[src/rtl/cnn_pkg.sv]
`default_nettype none
// ============================================================================
// Module   : cnn_pkg
// Purpose  : Shared sample type, range limits and addressing helpers for the
//            conv / pool / dense layers.
// Revision : 1.0
// ============================================================================
package cnn_pkg;

    localparam int SAMPLE_W = 16;

    typedef logic signed [SAMPLE_W-1:0] sample_t;

    localparam sample_t S_MAX = {1'b0, {(SAMPLE_W-1){1'b1}}};
    localparam sample_t S_MIN = {1'b1, {(SAMPLE_W-1){1'b0}}};

    // Row-major linear index of (ch,row,col) in a CH x H x W buffer.
    function automatic int lin3(input int ch, input int row, input int col,
                                input int h, input int w);
        return (ch * h + row) * w + col;
    endfunction

    // Counter/address width that never collapses to zero bits.
    function automatic int addr_w(input int n);
        return (n > 1) ? $clog2(n) : 1;
    endfunction

endpackage
`default_nettype wire

[src/rtl/relu_maxpool2d.sv]
`default_nettype none
// ============================================================================
// Module   : relu_maxpool2d
// Purpose  : ReLU + POOLxPOOL/stride-POOL max-pool from the conv buffer BRAM
//            into the pool buffer BRAM.
// Revision : 1.0
// ============================================================================
module relu_maxpool2d
    import cnn_pkg::*;
#(
    parameter int  DATA_WIDTH = 16,
    parameter int  CHANNELS   = 8,
    parameter int  IMG_SIZE   = 28,
    parameter int  POOL       = 2,
    localparam int OUT_SIZE   = IMG_SIZE / POOL,
    localparam int CONV_AW    = addr_w(CHANNELS * IMG_SIZE * IMG_SIZE),
    localparam int POOL_AW    = addr_w(CHANNELS * OUT_SIZE * OUT_SIZE)
) (
    input  logic                         clk,
    input  logic                         reset_n,
    input  logic                         start,
    output logic [CONV_AW-1:0]           conv_addr,
    output logic                         conv_en,
    input  logic signed [DATA_WIDTH-1:0] conv_q,
    output logic [POOL_AW-1:0]           pool_addr,
    output logic                         pool_en,
    output logic                         pool_we,
    output logic signed [DATA_WIDTH-1:0] pool_d,
    output logic                         busy,
    output logic                         done
);

    localparam int CH_W  = addr_w(CHANNELS);
    localparam int PO_W  = addr_w(OUT_SIZE);
    localparam int WIN_W = addr_w(POOL);

    localparam logic [2:0] ST_IDLE   = 3'd0;
    localparam logic [2:0] ST_ISSUE  = 3'd1;
    localparam logic [2:0] ST_WAIT   = 3'd2;
    localparam logic [2:0] ST_CMP    = 3'd3;
    localparam logic [2:0] ST_WRITE  = 3'd4;
    localparam logic [2:0] ST_FINISH = 3'd5;

    logic [2:0]                   state_q, state_d;
    logic [CH_W-1:0]              ch_q, ch_d;
    logic [PO_W-1:0]              prow_q, prow_d, pcol_q, pcol_d;
    logic [WIN_W-1:0]             wr_q, wr_d, wc_q, wc_d;
    logic signed [DATA_WIDTH-1:0] max_q, max_d;
    logic [CONV_AW-1:0]           conv_addr_q, conv_addr_d;
    logic                         conv_en_q, conv_en_d;
    logic [POOL_AW-1:0]           pool_addr_q, pool_addr_d;
    logic                         pool_en_q, pool_en_d;
    logic                         pool_we_q, pool_we_d;
    logic signed [DATA_WIDTH-1:0] pool_d_q, pool_d_d;
    logic                         busy_q, busy_d;
    logic                         done_q, done_d;

    logic                         w_win_last;
    logic                         w_map_last;
    logic signed [DATA_WIDTH-1:0] w_cand;

    assign w_win_last = (wr_q == WIN_W'(POOL - 1)) && (wc_q == WIN_W'(POOL - 1));
    assign w_map_last = (ch_q == CH_W'(CHANNELS - 1)) &&
                        (prow_q == PO_W'(OUT_SIZE - 1)) &&
                        (pcol_q == PO_W'(OUT_SIZE - 1));
    assign w_cand     = (conv_q > max_q) ? conv_q : max_q;

    // Strobes are registered on entry to the state that owns them, so they
    // are visible exactly while the FSM sits in WAIT / WRITE / FINISH.
    always_comb begin
        state_d     = state_q;
        ch_d        = ch_q;
        prow_d      = prow_q;
        pcol_d      = pcol_q;
        wr_d        = wr_q;
        wc_d        = wc_q;
        max_d       = max_q;
        conv_addr_d = conv_addr_q;
        conv_en_d   = 1'b0;
        pool_addr_d = pool_addr_q;
        pool_en_d   = 1'b0;
        pool_we_d   = 1'b0;
        pool_d_d    = pool_d_q;
        busy_d      = busy_q;
        done_d      = 1'b0;
        case (state_q)
            ST_IDLE: begin
                if (start) begin
                    ch_d    = '0;
                    prow_d  = '0;
                    pcol_d  = '0;
                    wr_d    = '0;
                    wc_d    = '0;
                    max_d   = '0;
                    busy_d  = 1'b1;
                    state_d = ST_ISSUE;
                end
            end
            ST_ISSUE: begin
                conv_addr_d = CONV_AW'(lin3(int'(ch_q),
                                            int'(prow_q) * POOL + int'(wr_q),
                                            int'(pcol_q) * POOL + int'(wc_q),
                                            IMG_SIZE, IMG_SIZE));
                conv_en_d   = 1'b1;
                state_d     = ST_WAIT;
            end
            ST_WAIT: begin
                state_d = ST_CMP;
            end
            ST_CMP: begin
                max_d = w_cand;
                if (w_win_last) begin
                    wr_d        = '0;
                    wc_d        = '0;
                    pool_d_d    = w_cand;
                    pool_en_d   = 1'b1;
                    pool_we_d   = 1'b1;
                    pool_addr_d = POOL_AW'(lin3(int'(ch_q), int'(prow_q), int'(pcol_q),
                                                OUT_SIZE, OUT_SIZE));
                    state_d     = ST_WRITE;
                end else begin
                    if (wc_q == WIN_W'(POOL - 1)) begin
                        wc_d = '0;
                        wr_d = wr_q + WIN_W'(1);
                    end else begin
                        wc_d = wc_q + WIN_W'(1);
                    end
                    state_d = ST_ISSUE;
                end
            end
            ST_WRITE: begin
                // Zero-seeded max is what makes the ReLU free.
                max_d = '0;
                if (w_map_last) begin
                    busy_d  = 1'b0;
                    done_d  = 1'b1;
                    state_d = ST_FINISH;
                end else begin
                    state_d = ST_ISSUE;
                    if (pcol_q == PO_W'(OUT_SIZE - 1)) begin
                        pcol_d = '0;
                        if (prow_q == PO_W'(OUT_SIZE - 1)) begin
                            prow_d = '0;
                            ch_d   = ch_q + CH_W'(1);
                        end else begin
                            prow_d = prow_q + PO_W'(1);
                        end
                    end else begin
                        pcol_d = pcol_q + PO_W'(1);
                    end
                end
            end
            ST_FINISH: begin
                state_d = ST_IDLE;
            end
            default: begin
                state_d = ST_IDLE;
            end
        endcase
    end

    always_ff @(posedge clk or negedge reset_n) begin
        if (!reset_n) begin
            state_q     <= ST_IDLE;
            ch_q        <= '0;
            prow_q      <= '0;
            pcol_q      <= '0;
            wr_q        <= '0;
            wc_q        <= '0;
            max_q       <= '0;
            conv_addr_q <= '0;
            conv_en_q   <= 1'b0;
            pool_addr_q <= '0;
            pool_en_q   <= 1'b0;
            pool_we_q   <= 1'b0;
            pool_d_q    <= '0;
            busy_q      <= 1'b0;
            done_q      <= 1'b0;
        end else begin
            state_q     <= state_d;
            ch_q        <= ch_d;
            prow_q      <= prow_d;
            pcol_q      <= pcol_d;
            wr_q        <= wr_d;
            wc_q        <= wc_d;
            max_q       <= max_d;
            conv_addr_q <= conv_addr_d;
            conv_en_q   <= conv_en_d;
            pool_addr_q <= pool_addr_d;
            pool_en_q   <= pool_en_d;
            pool_we_q   <= pool_we_d;
            pool_d_q    <= pool_d_d;
            busy_q      <= busy_d;
            done_q      <= done_d;
        end
    end

    assign conv_addr = conv_addr_q;
    assign conv_en   = conv_en_q;
    assign pool_addr = pool_addr_q;
    assign pool_en   = pool_en_q;
    assign pool_we   = pool_we_q;
    assign pool_d    = pool_d_q;
    assign busy      = busy_q;
    assign done      = done_q;

endmodule
`default_nettype wire

[config.mk]
export PLATFORM = sky130hd
export DESIGN_NAME = relu_maxpool2d
export DESIGN_NICKNAME = d
export VERILOG_FILES = /design/src/rtl/cnn_pkg.sv /design/src/rtl/relu_maxpool2d.sv
export SDC_FILE = /design/constraint.sdc
export NUM_CORES = 1
export LEC_CHECK = 0
export ABC_AREA = 1
export CAP_MARGIN = 20
export CORE_MARGIN = 1
export CORE_UTILIZATION = 35
export CTS_BUF_LIST = sky130_fd_sc_hd__clkbuf_8 sky130_fd_sc_hd__clkbuf_16
export DETAILED_ROUTE_END_ITERATION = 12
export SETUP_SLACK_MARGIN = 0.1
export SLEW_MARGIN = 0
export SYNTH_ARGS = -nofsm -noshare
export SYNTH_HDL_FRONTEND = slang
export SYNTH_SLANG_ARGS = --single-unit
[constraint.sdc]
create_clock -name clk -period 11.3 [get_ports clk]
set_clock_uncertainty 0.15 [all_clocks]
set_input_delay 2.26 -clock clk [delete_from_list [all_inputs] [get_ports clk]]
set_output_delay 2.26 -clock clk [all_outputs]
set_load 0.01 [all_outputs]
==> flow_summary.toml <==
[route]
first_iter_violations = 225
routed_wirelength_um = 12100
vias_per_cell = 4.71
drt.antenna.violating_nets = 0
dr.pass1.iters = 4
vias = 4345
wl_per_cell_um = 13.1
drc = 0

[worst_setup_path]
cp-startpoint = "ch_q[0]"
crit_path_start_kind = "register"
crit_top_cell = "nand2_1"
crit_end = "pool_addr[9]"
r2r_setup_slack_ps = 6540
rr_endpoint = "pool_addr[9]"
cpMaxStageDelayCell = "fa_1"
r2r-start = "ch_q[0]"
worstPathMaxFanout = 6
slowest_delay_ps = 560
reg2regPathDepth = 21
cp.required_ps = 11420
cp_cell_sequence = "fa_1, ha_1, ha_1, a21oi_1, inv_1, a31oi_1, nor2_1, nand2_1, xor2_1, inv_1, fa_1, inv_1, ha_1, nand2_1, nor2_1, nand2_1, nand2_1, xor2_1, o21bai_1, nand3_1, nand2_1"
crit_type = "reg2reg"
cp.arrival_ps = 4880
worst_setup_path_end_kind = "register"

[global_routing]
gr-total-overflow = 0
grt_pass1_vias = 4222
grt_usage_pct = 16.1
antenna_found_initial = 0
grt_max_degree = 77
grt_first_pass_wirelength_um = 20500

[run]
drv_cap = 0

[synthesis]
synth.avg_cell_area_um2 = 8.12
ys_types = 41
synth_warnings = 0
seq_area_frac_synth_pct = 35.0
synth_ff_type = "dfrtp_1"
async_flop_share_pct = 100
syn_area_um2 = 5440
syn_inst = 670
synth-seq-cells = 76
syn_nets = 752
synth-edff-count = 0

[clock_network]
cts_tree = "built"
cts_buffer_depth = 2
root_buffer = "clkbuf_16"
clk_latency_ps = 340
post_cts_buffers = 0
numCtsBuffers = 9
h-tree-depth = 3
cts_sinks = 76
clkTransAtPathRegs_ps = 60
cts_hold_buf = 0
post_cts_resize_count = 0

[sta]
final.min_clock_period_ps = 4760
slew_headroom_pct = 54.0
finalMaxSlewViolations = 0
period_share_pct = 42.1
setup_viol = 0
setup_tns_ps = 0
tightest_slew_ps = 688
final_hold_viol_count = 0
rsz0062_at_grt = "false"
fmaxAchievable_ghz = 0.210

[finish]
n_antenna_cell = 0
layout-drive-gt1-share_pct = 8.30
fin_util_pct = 43.3
finalInstanceArea_um2 = 6580
nets = 812
area_delta_synth_final_pct = 21.0

[placement]
routabilityCongestion = 0.845
dpl.hpwl_um = 8790
placed_cell_area_um2 = 6200
port_buffers = 63

[worst_hold_path]
hold_path.class = "reg2reg"

[floorplanning]
die_h_um = 127
rows = 45
io_pins = 64
core_area_um2 = 15200
initial_core_util_pct = 35.8
die_w_um = 127
die_area_um2 = 16000

[outcome]
status = "completed"
==> metal layers <==
| metal | global-route usage (%) | routed length [µm] |
|---|---|---|
| met3 | 3.42 | 358 |
| met5 | 0 | 0 |
| met2 | 27.4 | 5750 |
| met4 | 3.92 | 61 |
| met1 | 21.0 | 5940 |
==> area by class of cell <==
cell class                      count  area, µm²
Clock buffer                       11        253
Clock inverter                      5       98.8
Fill cell                        1500       8620
Inverter                           98        368
Multi-Input combinational cell    481       3070
Sequential cell                    76       1900
Tap cell                          188        235
Timing Repair Buffer               64        656
==> through the flow <==
step           setup slack (ps)  hold slack, ps  instances
2_1_floorplan              6880             299        670
3_3_place_gp               6420             305        906
3_5_place_dp               6390             310        906
4_1_cts                    6510             325        922
5_1_grt                    6090             342        923
6_report                   6540             322        923
==> how the worst min path moves through the flow <==
stage | start | endpoint | slack [ps] | cells past startpoint
4_1_cts | pool_addr[1] | pool_addr[1] | 330 | 2
3_5_place_dp | pool_addr[1] | pool_addr[1] | 310 | 2
6_report | pool_addr[1] | pool_addr[1] | 320 | 2
5_1_grt | conv_addr[11] | conv_addr[11] | 340 | 2
3_3_place_gp | pool_addr[1] | pool_addr[1] | 300 | 2
2_1_floorplan | max_q[10] | max_q[10] | 300 | 2
==> worst max-delay path: cells and delay by family (launching register included) <==
| kind | cells | cell delay (ps) |
|---|---|---|
| buf+inv | 3 | 240 |
| flops | 1 | 470 |
| compound gates | 3 | 500 |
| xor+xnor | 2 | 650 |
| fa+ha+maj | 5 | 2000 |
| simple gates | 8 | 670 |
==> placed cells by master, fill, tap and decap left out, drive strengths merged <==
cell type        n
a211oi           1
a21boi           1
a21o             1
a21oi           23
a31oi            2
buf              2
bufinv           3
clkbuf          11
clkdlybuf4s50   62
clkinv           2
dfrtp           76
fa              16
ha              47
inv             98
nand2          208
nand3           63
nand3b           4
nand4           20
nor2            35
nor3             2
o21a             3
o21ai           25
o21bai           2
o22ai            3
o31ai            1
or2              2
xnor2           11
xor2            11
==> sequential cells by signal (all words and copies together) (netlist names), 3 cells and up <==
register	flops
ch_q	3
prow_q	4
state_q	3
pcol_q	4
conv_addr	13
pool_addr	11
pool_d	16
max_q	16
==> synth_stat cells, drive strengths merged (2+ instances only) <==
cell	count	share of area (%)
nor2	35	3.2
xor2	11	2.0
nand2	208	16
fa	16	5.9
inv	97	6.7
a21oi	23	2.6
nand3b	4	0.55
dfrtp	76	35
o21bai	2	0.28
xnor2	11	1.8
o21a	3	0.41
o21ai	25	2.3
nor3	2	0.60
nand4	20	2.3
ha	47	11
buf	14	1.8
a31oi	2	0.23
nand3	63	6.3
or2	2	0.23
o22ai	3	0.34
==> cell families after synthesis <==
logic type / Yosys count / share of synthesized area [%]
AND/OR/NAND/NOR: 334 / 29.2
XOR/XNOR: 22 / 3.82
buffers and inverters: 113 / 8.60
adder cells (fa/ha/maj): 63 / 16.7
AO/OA/AOI/OAI: 62 / 6.71
flip-flops: 76 / 35.0
Power is not shown: default switching activity piles up to over one toggle a cycle in this logic, so the estimate is an artifact.
==> edit (same flow settings) <==
Set the parameter `POOL` to 1 (it was 2).
--- a/src/rtl/relu_maxpool2d.sv
+++ b/src/rtl/relu_maxpool2d.sv
@@ -11,7 +11,7 @@
     parameter int  DATA_WIDTH = 16,
     parameter int  CHANNELS   = 8,
     parameter int  IMG_SIZE   = 28,
-    parameter int  POOL       = 2,
+    parameter int  POOL       = 1,
     localparam int OUT_SIZE   = IMG_SIZE / POOL,
     localparam int CONV_AW    = addr_w(CHANNELS * IMG_SIZE * IMG_SIZE),
     localparam int POOL_AW    = addr_w(CHANNELS * OUT_SIZE * OUT_SIZE)
Ports: changed (resized pool_addr); port bits go from 64 to 66. No check against the original RTL was run, so the function may have changed too.
==> edit against the unedited design <==
  * Wire length up 8.2%
  * Synthesized area rose by 15%
  * Sequential share of layout area decreased by 2.7 points
  * Final cell count grew 19%
  * Sequential cell count grew 2
  * Hold slack better by 0.0022 ns
  * Design area rose by 13%
  * Worst setup slack worse by 0.29 ns
  * Critical endpoint is now conv_addr[12]
==> edit: results (changes against the unedited design) <==
worst_pin_slew_ns: 0.630  # -0.0577 ns
dpl-instance-area_um2: 7110  # +15%
gr-total-overflow: 0  # unchanged
crit_path_start: "ch_q[0]"
regArea_um2: 1950  # +2.6%
hold_path_end: "pool_d[3]"
drt-vias-per-instance: 4.63  # -1.6%
critical_path_class: "reg2reg"
yosysMostFrequentCell: "nand2_1"
power_switching_share: 0.473
synth_cells: 800  # +19%
worst-path-max-fanout: 7  # +1
wl_met3_um: 434  # +21%
grt_use_met2: 0.253  # -0.0215
worst_skew_pair.late_latency_ns: 0.35
grt_max_degree: 79  # +2.6%
grt_pass1_vias: 4838  # +15%
p_seq_frac: 0.225
grt.total_usage: 0.153  # -0.00832
synthDistinctLibCells: 39  # -4.9%
wl_mm: 13.1  # +8.2%
reg2regPathDepth: 23  # +9.5%
max_freq_ghz: 0.198  # -5.8%
leakage_nw: 4.03
antenna_found_initial: 0  # unchanged
peakVddDrop_uv: 134
hpwl_mm: 10.0  # +14%
yosys-top-cells-count: "nand2_1 (228), inv_1 (137), dfrtp_1 (78)"
cts_max_path_buffers: 2  # unchanged
min_from: "pool_d[3]"
final_nets: 970  # +19%
use_met3: 0.0283  # -0.00583
gp_congestion: 0.801  # -5.1%
hp-class: "reg2reg"
numCtsBuffers: 9  # unchanged
wl_met2_mm: 6.15  # +7.0%
portBuffers: 65  # +3.2%
timing.setup.tns_ns: 0  # unchanged
drive_above_1_share: 0.0873  # +0.00426
cts-root-buf: "clkbuf_16"
yosys-top-cells-area: "dfrtp_1 (31%), nand2_1 (14%), ha_1 (13%), inv_1 (8.2%), fa_1 (7.0%)"
synth-seq-area-share: 0.311  # -0.0384
cts_resized: 0  # unchanged
arrival_ns: 5.15  # +0.27 ns
synth_top_flop_cell: "dfrtp_1"
cp_slowest_cell: "fa_1"
r2r-end: "conv_addr[12]"
outcome: "finished, final reports clean"
dr.pass1.iters: 4  # unchanged
grt_pass1_wl_mm: 22.4  # +9.0%
wl_met1_mm: 6.28  # +5.8%
drtIter0Drc: 178  # -21%
nFillCells: 1785  # +19%
vias: 5075  # +17%
fin_hold_ws_ns: 0.324  # +0.00218 ns
grt.met1_usage: 0.197  # -0.0123
worstHoldPathCells: 2  # unchanged
## edit: layout make-up
cell class | count | share of cell area
Sequential cell | 78 | 0.262
Timing Repair Buffer | 68 | 0.0928
Clock buffer | 10 | 0.0321
Inverter | 141 | 0.0711
Multi-Input combinational cell | 568 | 0.495
Clock inverter | 6 | 0.00925
Tap cell | 225 | 0.0378
## edit: cell families (layout without fill, tap and decap cells)
group           after synthesis  count (layout)  share of synthesized area
compound gates               59              59                     0.0501
xor+xnor                     20              20                     0.0279
fa+ha+maj                    85              85                      0.196
buf+inv                     155             225                      0.103
flops                        78              78                      0.311
other cells                   1               2                   0.000598
simple gates                402             402                      0.312
## edit: critical path, delay by kind of cell (launching register included)
family | cells | cell delay [ns]
AO/OA/AOI/OAI | 2 | 0.34
adder cells (fa/ha/maj) | 7 | 2.76
flip-flops | 1 | 0.47
buffers and inverters | 4 | 0.24
AND/OR/NAND/NOR | 9 | 0.82
XOR/XNOR | 1 | 0.17
